<file path="src/rtl/mem_port_arbiter.sv">
// mem_port_arbiter: shares one memory port between instruction fetch (IF)
// and the data-memory stage (DM). Data requests win unless the optional
// starvation guard (enabled by defining ARB_STARVE_GUARD_EN) forces a fetch
// grant after STARVE_LIMIT consecutive DM grants made while IF was waiting.
// Each access runs IDLE -> IF_ACC/DM_ACC -> RESP -> IDLE.
module mem_port_arbiter #(
    parameter int STARVE_LIMIT = 4
) (
    input  logic        clk_i,
    input  logic        rst_ni,
    // fetch port
    input  logic        if_read_i,
    input  logic [31:0] if_address_i,
    output logic [31:0] if_readdata_o,
    output logic        if_busywait_o,
    // data port
    input  logic        dm_read_i,
    input  logic        dm_write_i,
    input  logic [2:0]  dm_funct3_i,
    input  logic [31:0] dm_address_i,
    input  logic [31:0] dm_writedata_i,
    output logic [31:0] dm_readdata_o,
    output logic        dm_busywait_o,
    // unified memory port
    output logic        mem_read_o,
    output logic        mem_write_o,
    output logic [31:0] mem_address_o,
    output logic [31:0] mem_writedata_o,
    output logic [2:0]  mem_funct3_o,
    input  logic [31:0] mem_readdata_i,
    input  logic        mem_ack_i
);

    typedef enum logic [1:0] {IDLE, IF_ACC, DM_ACC, RESP} state_e;
    typedef enum logic {PORT_IF, PORT_DM} port_e;

    localparam logic [2:0] FUNCT3_WORD = 3'b010;

    state_e      state_q, state_d;
    port_e       served_q, served_d;
    logic        mem_read_q, mem_read_d;
    logic        mem_write_q, mem_write_d;
    logic [31:0] mem_address_q, mem_address_d;
    logic [31:0] mem_writedata_q, mem_writedata_d;
    logic [2:0]  mem_funct3_q, mem_funct3_d;
    logic [31:0] if_readdata_q, if_readdata_d;
    logic [31:0] dm_readdata_q, dm_readdata_d;

    logic dm_req;
    logic force_if;
    logic grant_if;
    logic grant_dm;
    logic acc_done;

    assign dm_req   = dm_read_i | dm_write_i;
    assign acc_done = ((state_q == IF_ACC) || (state_q == DM_ACC)) && mem_ack_i;

`ifdef ARB_STARVE_GUARD_EN
    localparam int               CNT_W     = $clog2(STARVE_LIMIT + 1);
    localparam logic [CNT_W-1:0] LIMIT_CNT = CNT_W'(STARVE_LIMIT);

    logic [CNT_W-1:0] starve_cnt_q, starve_cnt_d;

    // Fetch is forced only when both ports contend and DM has had its quota.
    assign force_if = if_read_i && dm_req && (starve_cnt_q == LIMIT_CNT);

    // Count DM grants that left a waiting fetch behind; any fetch grant or an
    // uncontended DM grant restarts the count.
    always_comb begin
        starve_cnt_d = starve_cnt_q;
        if (grant_if) begin
            starve_cnt_d = '0;
        end else if (grant_dm) begin
            if (!if_read_i) begin
                starve_cnt_d = '0;
            end else if (starve_cnt_q != LIMIT_CNT) begin
                starve_cnt_d = starve_cnt_q + 1'b1;
            end
        end
    end

    // Starvation counter register.
    always_ff @(posedge clk_i or negedge rst_ni) begin
        if (!rst_ni) begin
            starve_cnt_q <= '0;
        end else begin
            starve_cnt_q <= starve_cnt_d;
        end
    end
`else
    logic unused_starve_limit;

    // Strict DM priority: the limit has no effect in this build.
    assign force_if            = 1'b0;
    assign unused_starve_limit = (STARVE_LIMIT != 0);
`endif

    // State register.
    // NOTE: sequential blocks use non-blocking assignments so every flop
    // samples the pre-edge value of every other flop.
    always_ff @(posedge clk_i or negedge rst_ni) begin
        if (!rst_ni) begin
            state_q <= IDLE;
        end else begin
            state_q <= state_d;
        end
    end

    // Next-state logic and grant decision; grants are only made from IDLE.
    // NOTE: every signal written here gets a default first, so no path can
    // leave it unassigned and infer a latch.
    always_comb begin
        state_d  = state_q;
        grant_if = 1'b0;
        grant_dm = 1'b0;
        unique case (state_q)
            IDLE: begin
                if (dm_req && !force_if) begin
                    state_d  = DM_ACC;
                    grant_dm = 1'b1;
                end else if (if_read_i) begin
                    state_d  = IF_ACC;
                    grant_if = 1'b1;
                end
            end
            IF_ACC, DM_ACC: begin
                if (mem_ack_i) begin
                    state_d = RESP;
                end
            end
            RESP: begin
                state_d = IDLE;
            end
        endcase
    end

    // Busywait outputs: released only in the RESP cycle of the served port,
    // and held low while reset is asserted.
    always_comb begin
        if_busywait_o = 1'b0;
        dm_busywait_o = 1'b0;
        if (rst_ni) begin
            if_busywait_o = if_read_i && !((state_q == RESP) && (served_q == PORT_IF));
            dm_busywait_o = dm_req && !((state_q == RESP) && (served_q == PORT_DM));
        end
    end

    // Memory-port and read-data next values: launch on grant, hold during the
    // access, capture return data and drop strobes on the ack edge.
    always_comb begin
        served_d        = served_q;
        mem_read_d      = mem_read_q;
        mem_write_d     = mem_write_q;
        mem_address_d   = mem_address_q;
        mem_writedata_d = mem_writedata_q;
        mem_funct3_d    = mem_funct3_q;
        if_readdata_d   = if_readdata_q;
        dm_readdata_d   = dm_readdata_q;
        if (grant_dm) begin
            // A simultaneous read and write is issued as a write.
            served_d        = PORT_DM;
            mem_address_d   = dm_address_i;
            mem_writedata_d = dm_writedata_i;
            mem_funct3_d    = dm_funct3_i;
            mem_write_d     = dm_write_i;
            mem_read_d      = !dm_write_i;
        end else if (grant_if) begin
            served_d      = PORT_IF;
            mem_address_d = if_address_i;
            mem_funct3_d  = FUNCT3_WORD;
            mem_read_d    = 1'b1;
            mem_write_d   = 1'b0;
        end else if (acc_done) begin
            mem_read_d  = 1'b0;
            mem_write_d = 1'b0;
            if (served_q == PORT_IF) begin
                if_readdata_d = mem_readdata_i;
            end else if (mem_read_q) begin
                dm_readdata_d = mem_readdata_i;
            end
        end
    end

    // Memory-port and read-data registers; reset drops strobes immediately,
    // abandoning any access in flight.
    always_ff @(posedge clk_i or negedge rst_ni) begin
        if (!rst_ni) begin
            served_q        <= PORT_IF;
            mem_read_q      <= 1'b0;
            mem_write_q     <= 1'b0;
            mem_address_q   <= '0;
            mem_writedata_q <= '0;
            mem_funct3_q    <= '0;
            if_readdata_q   <= '0;
            dm_readdata_q   <= '0;
        end else begin
            served_q        <= served_d;
            mem_read_q      <= mem_read_d;
            mem_write_q     <= mem_write_d;
            mem_address_q   <= mem_address_d;
            mem_writedata_q <= mem_writedata_d;
            mem_funct3_q    <= mem_funct3_d;
            if_readdata_q   <= if_readdata_d;
            dm_readdata_q   <= dm_readdata_d;
        end
    end

    assign mem_read_o      = mem_read_q;
    assign mem_write_o     = mem_write_q;
    assign mem_address_o   = mem_address_q;
    assign mem_writedata_o = mem_writedata_q;
    assign mem_funct3_o    = mem_funct3_q;
    assign if_readdata_o   = if_readdata_q;
    assign dm_readdata_o   = dm_readdata_q;

endmodule

</file>
<file path="config.mk">
export PLATFORM = sky130hd
export DESIGN_NAME = mem_port_arbiter
export DESIGN_NICKNAME = d
export VERILOG_FILES = /design/src/rtl/mem_port_arbiter.sv
export SDC_FILE = /design/constraint.sdc
export NUM_CORES = 1
export LEC_CHECK = 0
export ABC_CLOCK_PERIOD_IN_PS = 2100
export BUFFER_PORTS_ARGS = -buffer_cell sky130_fd_sc_hd__buf_4
export CORE_ASPECT_RATIO = 0.6
export CORE_MARGIN = 1.5
export CORE_UTILIZATION = 41
export DETAILED_ROUTE_END_ITERATION = 6
export PLACE_DENSITY = 0.82
export SETUP_SLACK_MARGIN = 0.02
export SYNTH_ARGS = -nofsm -noshare
export SYNTH_HDL_FRONTEND = slang
export SYNTH_SLANG_ARGS = --single-unit
</file>
<file path="constraint.sdc">
create_clock -name clk_i -period 2.1 [get_ports clk_i]
set_clock_uncertainty 0.05 [all_clocks]
set_input_delay 0 -clock clk_i [delete_from_list [all_inputs] [get_ports clk_i]]
set_output_delay 0 -clock clk_i [all_outputs]
set_load 0.03 [all_outputs]
</file>
==> flow_metrics.env, run 1 <==
export IMPL_gp_congestion=0.800
export IMPL_vdd_drop_max_uv=867
export IMPL_grt_pass1_vias=5542
export IMPL_synth_area_leaders="dfrtp_1 (64%), mux2_2 (19%), nor2_1 (4.8%), o22ai_1 (3.8%), mux2_1 (1.1%)"
export IMPL_worst_path_stages=6
export IMPL_nNetsFinal=943
export IMPL_n_fill_cell=713
export IMPL_synth_nets=525
export IMPL_max_stage_delay_ns=0.37
export IMPL_core_area_sq_um=12300
export IMPL_row_count=31
export IMPL_cts_max_path_buffers=2
export IMPL_antenna_left=0
export IMPL_crit_type="flop to flop"
export IMPL_min_period_over_period_pct=93.5
export IMPL_synth_top_cell_area_share_pct=64.3
export IMPL_postSynthCellCount=386
export IMPL_die_area_sq_um=13600
export IMPL_tightest_slew_ns=0.585
export IMPL_whs_endpoint="mem_funct3_o[0]"
export IMPL_layout_common_cells="buf_4 (275), dlygate4sd3_1 (139), dfrtp_1 (136)"
export IMPL_numPortBuffers=271
export IMPL_setup_tns_ns=0
export IMPL_r2r_cells=6
export IMPL_fp_dieH_microns=91.0
export IMPL_grt_usage_pct=27.1
export IMPL_antenna_found_initial=1
export IMPL_hold_start="if_read_i"
export IMPL_layout_cells_most_common="buf_4"
export IMPL_r2r_setup_slack_ns=0.14
export IMPL_layout_drive_gt1_share_pct=49.8
export IMPL_setup_worst_path_start_class="flop"
export IMPL_ys_seq_elements=136
export IMPL_cts_made_buffers=17
export IMPL_end_kind="flop"
export IMPL_leakage_uw=0.00454
export IMPL_crit_path_cell_trace="inv_1 > ha_1 > nand2_2 > nor3_4 > buf_12 > mux2_2"
export IMPL_holdPathStages=3
export IMPL_finalSetupViolCount=0
export IMPL_vias=4927
export IMPL_cts_sinks=136
export IMPL_yosys_warnings=0
export IMPL_grt_pass1_wl_mm=28.3
export IMPL_cp_data_required_time_ns=2.33
export IMPL_synthDistinctLibCells=27
export IMPL_fmax_mhz=509
export IMPL_crit_fanout=18
export IMPL_synth_seq_area_share_pct=64.3
export IMPL_cts_tree="yes"
export IMPL_final_min_clock_period_ns=1.96
export IMPL_initial_core_util_pct=42.9
export IMPL_p_int_uw=9470
export IMPL_p_sw_uw=6590
export IMPL_ys_async_sr_fraction_pct=100
export IMPL_synth_area_sq_um=5290
export IMPL_wl_per_cell_microns=18.2
export IMPL_combPwrFrac_pct=50.0
export IMPL_worst_endpoint_arrival_ns=2.19
export IMPL_final_cells=983
export IMPL_htree_num_levels=4
export IMPL_dpl_cell_count=811
export IMPL_synth_main_ff_cell="dfrtp_1"
export IMPL_worstHoldPathType="input port to flop"
export IMPL_synth_area_leader_cell="dfrtp_1"
export IMPL_firstDrtPassIters=4
export IMPL_swShare_pct=41.0
export IMPL_fp_dieW_microns=150
export IMPL_rsz0062_at_grt="no"
export IMPL_grt_overflow_total=0
export IMPL_timing_rr_start="state_q[0]"
export IMPL_drtIter0Drc=133
export IMPL_grt_start_max_net_pins=103
export IMPL_ios=272
export IMPL_wl_mm=17.9
export IMPL_synth_edf_count=0
export IMPL_drv_slew=0
export IMPL_clk_latency_ns=0.40
export IMPL_reg2reg_to="if_readdata_o[10]"
export IMPL_pwr_share_clk_pct=20.4
export IMPL_clock_root_buffer="clkbuf_16"
export IMPL_maxCapViolCount=0
export IMPL_p_per_area_nw_per_um2=1670
export IMPL_status="completed"
export IMPL_clkTransAtPathRegs_ns=0.06
export IMPL_power_share_sequential_pct=29.7
export IMPL_syn_to_final_growth_pct=81.9
export IMPL_cp_num_buf_inv=2
export IMPL_post_cts_setup_buffer_count=0
export IMPL_cp_slowest_cell="dfrtp_1"
export IMPL_slew_headroom_pct=60.7
export IMPL_final_hold_viol_count=0
export IMPL_postSynthAreaPerCell_sq_um=13.7
export IMPL_place_hpwl_mm=10.5
export IMPL_crit_family="simple AND/OR/NAND/NOR gates"
export IMPL_drc=0
export IMPL_via_per_inst=5.01
kinds of logic after synthesis:
logic type	synth area share, %
compound gates	5.68
flops	64.3
mux	20.4
simple gates	6.50
fa+ha+maj	0.473
buf+inv	2.58
worst max-delay path by stage:
stage / endpoint / startpoint
after global placement: dm_readdata_o[8] / state_q[0]
after floorplan: dm_readdata_o[10] / state_q[0]
final: if_readdata_o[10] / state_q[0]
after CTS: dm_readdata_o[1] / state_q[0]
after global routing: if_readdata_o[2] / state_q[0]
after detailed placement: dm_readdata_o[1] / state_q[0]
metal layers:
metal	GRT usage, %	vias to the layer above	routed length [microns]
met3	8.79	62	1310
met4	12.2	0	687
met5	0	-	0
li1	-	2196	-
met1	30.2	2432	6850
met2	47.2	237	9060
power groups by stage:
stage	Sequential (uW)	Combinational (uW)	Clock [uW]
floorplan	7150	2170	0
global placement	4670	7510	0
detailed placement	4740	7670	0
CTS	4710	7940	3320
global route	4910	8460	3430
finish	4760	8020	3270
synthesized netlist by cell type, types with 2 or more instances:
cell type and n:
dfrtp_1 136, mux2_2 91, nor2_1 67, o22ai_1 32
clkbuf_1 14, a21oi_1 5, mux2_1 5, nand2_1 5
buf_6 4, buf_4 3, inv_1 3, a22o_1 2
ha_1 2, nand2b_1 2, nor3_4 2, o21ai_0 2
final cells by class:
class	count	area, sq um	area share [%]
sequential	136	3400	35.4
antenna	1	2.50	0.0260
tap	165	206	2.15
inverter	3	11.3	0.117
multi-input combinational	225	1760	18.3
clock inverter	13	215	2.24
timing repair buffer	421	3590	37.3
clock buffer	19	433	4.50
per-stage QoR:
step	instance area (sq um)	hold WS [ns]	utilization (%)	total power (uW)	setup slack (ns)
5_1_grt	9620	0.0718	78.0	16800	0.0358
4_1_cts	9620	0.0268	78.0	16000	0.0796
3_3_place_gp	7580	-0.139	61.4	12200	0.152
3_5_place_dp	7580	-0.131	61.4	12400	0.102
6_report	9620	0.0429	78.0	16100	0.136
2_1_floorplan	5290	-0.346	-	9320	0.144
worst register-to-register path: stages (launching register included):
cell and delay, ns:
dfrtp_1 0.37, inv_1 0.06, ha_1 0.35, nand2_2 0.14
nor3_4 0.31, buf_12 0.20, mux2_2 0.36
flip-flops by register name, summed over array words and instances (netlist names):
register,count
mem_writedata_o,32
mem_address_o,32
mem_funct3_o,3
mem_read_o,1
state_q,2
if_readdata_o,32
served_q,1
dm_readdata_o,32
mem_write_o,1
repair_timing:
item / CTS / global route
endpoints found under the setup margin: 0 / 36
hold endpoints to repair: 271 / 0
gates resized for setup: 0 / 1
hold buffers: 139 / 0
Note: power is estimated with default switching activity, not from simulation.
==> inputs of run 2 (changes only) <==
--- a/config.mk
+++ b/config.mk
@@ -6,7 +6,7 @@
 export NUM_CORES = 1
 export LEC_CHECK = 0
 export ABC_CLOCK_PERIOD_IN_PS = 2100
-export BUFFER_PORTS_ARGS = -buffer_cell sky130_fd_sc_hd__buf_4
+export BUFFER_PORTS_ARGS = -buffer_cell sky130_fd_sc_hd__buf_2
 export CORE_ASPECT_RATIO = 0.6
 export CORE_MARGIN = 1.5
 export CORE_UTILIZATION = 41
==> run 2 against run 1 <==
Effect of this change: critical endpoint is now dm_readdata_o[1]; via count did not move; first-iteration DRC count increased by 70%; die area is the same; sequential share of layout area is 2.7 points higher; hold slack gained 0.0084 ns; core utilization fell by 5.6 points; global-route usage down 0.90 points.
==> flow_metrics.env, run 2 (synthesis results as in run 1) <==
export IMPL_worst_endpoint_arrival_ns=2.14
export IMPL_cp_num_buf_inv=3
export IMPL_initial_core_util_pct=42.9
export IMPL_grt_start_max_net_pins=74
export IMPL_top_usage_layer="met2"
export IMPL_vias=4927
export IMPL_finalSetupViolCount=0
export IMPL_antenna_found_initial=0
export IMPL_cp_data_required_time_ns=2.33
export IMPL_cp_slowest_cell="dfrtp_1"
export IMPL_fp_dieH_microns=91.0
export IMPL_final_hold_viol_count=0
export IMPL_min_period_over_period_pct=90.9
export IMPL_grt_pass1_wl_mm=27.2
export IMPL_fp_dieW_microns=150
export IMPL_worstHoldPathType="input port to flop"
export IMPL_htree_num_levels=4
export IMPL_dpl_cell_count=812
export IMPL_max_stage_delay_ns=0.37
export IMPL_firstDrtPassIters=6
export IMPL_die_area_sq_um=13600
export IMPL_antenna_cells=0
export IMPL_rsz0062_at_grt="no"
export IMPL_row_count=31
export IMPL_grtUsageMet3_pct=8.64
export IMPL_wl_per_cell_microns=17.7
export IMPL_crit_type="flop to flop"
export IMPL_clkTransAtPathRegs_ns=0.05
export IMPL_core_area_sq_um=12300
export IMPL_leakage_uw=0.00432
export IMPL_timing_rr_start="state_q[0]"
export IMPL_crit_fanout=15
export IMPL_antenna_left=0
export IMPL_final_min_clock_period_ns=1.91
export IMPL_layout_common_cells="buf_2 (270), dfrtp_1 (136), dlygate4sd3_1 (136)"
export IMPL_status="completed"
export IMPL_worst_path_stages=7
export IMPL_clk_latency_ns=0.40
export IMPL_cts_sinks=136
export IMPL_grt_use_met2_pct=44.8
export IMPL_drv_slew=0
export IMPL_grt_overflow_total=0
export IMPL_total_power_uw=15100
export IMPL_place_hpwl_mm=10.1
export IMPL_drtIter0Drc=226
export IMPL_n_fill_cell=773
export IMPL_r2r_cells=7
export IMPL_setup_tns_ns=0
export IMPL_crit_top_cell="buf_12"
export IMPL_wl_mm=17.4
export IMPL_end_kind="flop"
export IMPL_tightest_slew_ns=0.693
export IMPL_whs_ns=0.0513
export IMPL_grt_usage_pct=26.2
export IMPL_cts_max_path_buffers=2
export IMPL_crit_family="flip-flops"
export IMPL_grtUsageMet1_pct=28.5
export IMPL_fmax_mhz=524
export IMPL_slew_headroom_pct=53.7
export IMPL_final_cells=980
export IMPL_layout_cells_most_common="buf_2"
export IMPL_grt_pass1_vias=5425
export IMPL_p_per_area_nw_per_um2=1690
export IMPL_cts_made_buffers=17
export IMPL_layout_drive_gt1_share_pct=50.3
export IMPL_nNetsFinal=943
export IMPL_worstSetupStartpoint="state_q[0]"
export IMPL_hold_start="dm_read_i"
export IMPL_crit_path_cell_trace="inv_1 > ha_1 > nand2_2 > nor3_4 > buf_12 > buf_12 > mux2_2"
export IMPL_vdd_drop_max_uv=998
export IMPL_drc=0
export IMPL_r2r_setup_slack_ns=0.19
export IMPL_cts_tree="yes"
export IMPL_setup_worst_path_start_class="flop"
export IMPL_numPortBuffers=271
export IMPL_syn_to_final_growth_pct=68.9
export IMPL_maxCapViolCount=0
export IMPL_ios=272
export IMPL_gp_congestion=0.830
export IMPL_clock_root_buffer="clkbuf_16"
export IMPL_reg2reg_to="dm_readdata_o[1]"
export IMPL_via_per_inst=5.03
export IMPL_crit_end="dm_readdata_o[1]"
[run 2: changes by cell type in the layout (fill, tap and decap cells not counted), moves of 2 or more]
cell,change
buf_4,-267
clkbuf_1,-2
buf_2,+270
inv_6,-3
dlygate4sd3_1,-3
clkinv_2,+2
[run 2: layout make-up]
type	count	area [sq um]	area share [%]
multi-input combinational	225	1760	19.7
timing repair buffer	421	2910	32.6
inverter	3	11.3	0.126
clock buffer	18	439	4.92
clock inverter	12	200	2.24
tap	165	206	2.31
sequential	136	3400	38.1
[run 2: per-stage QoR]
step / area [sq um] / setup WS [ns] / utilization, %
floorplan: 5290 / 0.144 / -
global placement: 6890 / 0.182 / 55.8
detailed placement: 6890 / 0.0954 / 55.8
CTS: 8890 / 0.0834 / 72.0
global route: 8930 / 0.0755 / 72.4
finish: 8930 / 0.191 / 72.4
[run 2: repair_timing]
action | in CTS | in global routing
endpoints found under the setup margin | 0 | 54
setup buffers | 0 | 1
hold endpoints to repair | 270 | 0
gates resized for setup | 0 | 1
hold buffers | 136 | 0
[run 2: where the power goes]
| group | switching, uW | internal, uW |
|---|---|---|
| clock network | 1090 | 2130 |
| logic | 4600 | 2590 |
| registers | 757 | 3950 |
| total | 6440 | 8660 |
[run 2: worst min path at each step]
stage / end / slack (ns) / cells past startpoint
floorplan: dm_readdata_o[0] / -0.35 / 0
global placement: mem_address_o[30] / -0.20 / 1
detailed placement: mem_address_o[31] / -0.20 / 1
CTS: state_q[0] / 0.04 / 4
global route: state_q[0] / 0.08 / 4
finish: state_q[0] / 0.05 / 4
[run 2: per-layer routing]
layer	wire [microns]	vias up
met5	0	-
met4	771	0
met3	1370	77
met2	8680	277
met1	6570	2368
li1	-	2205
[run 2: worst min-delay path: cells and delay by family]
family / cells / cell delay, ns
and+or+nand+nor: 1 / 0.10
AOI/OAI and AO/OA: 2 / 0.22
buffers and inverters: 1 / 0.14
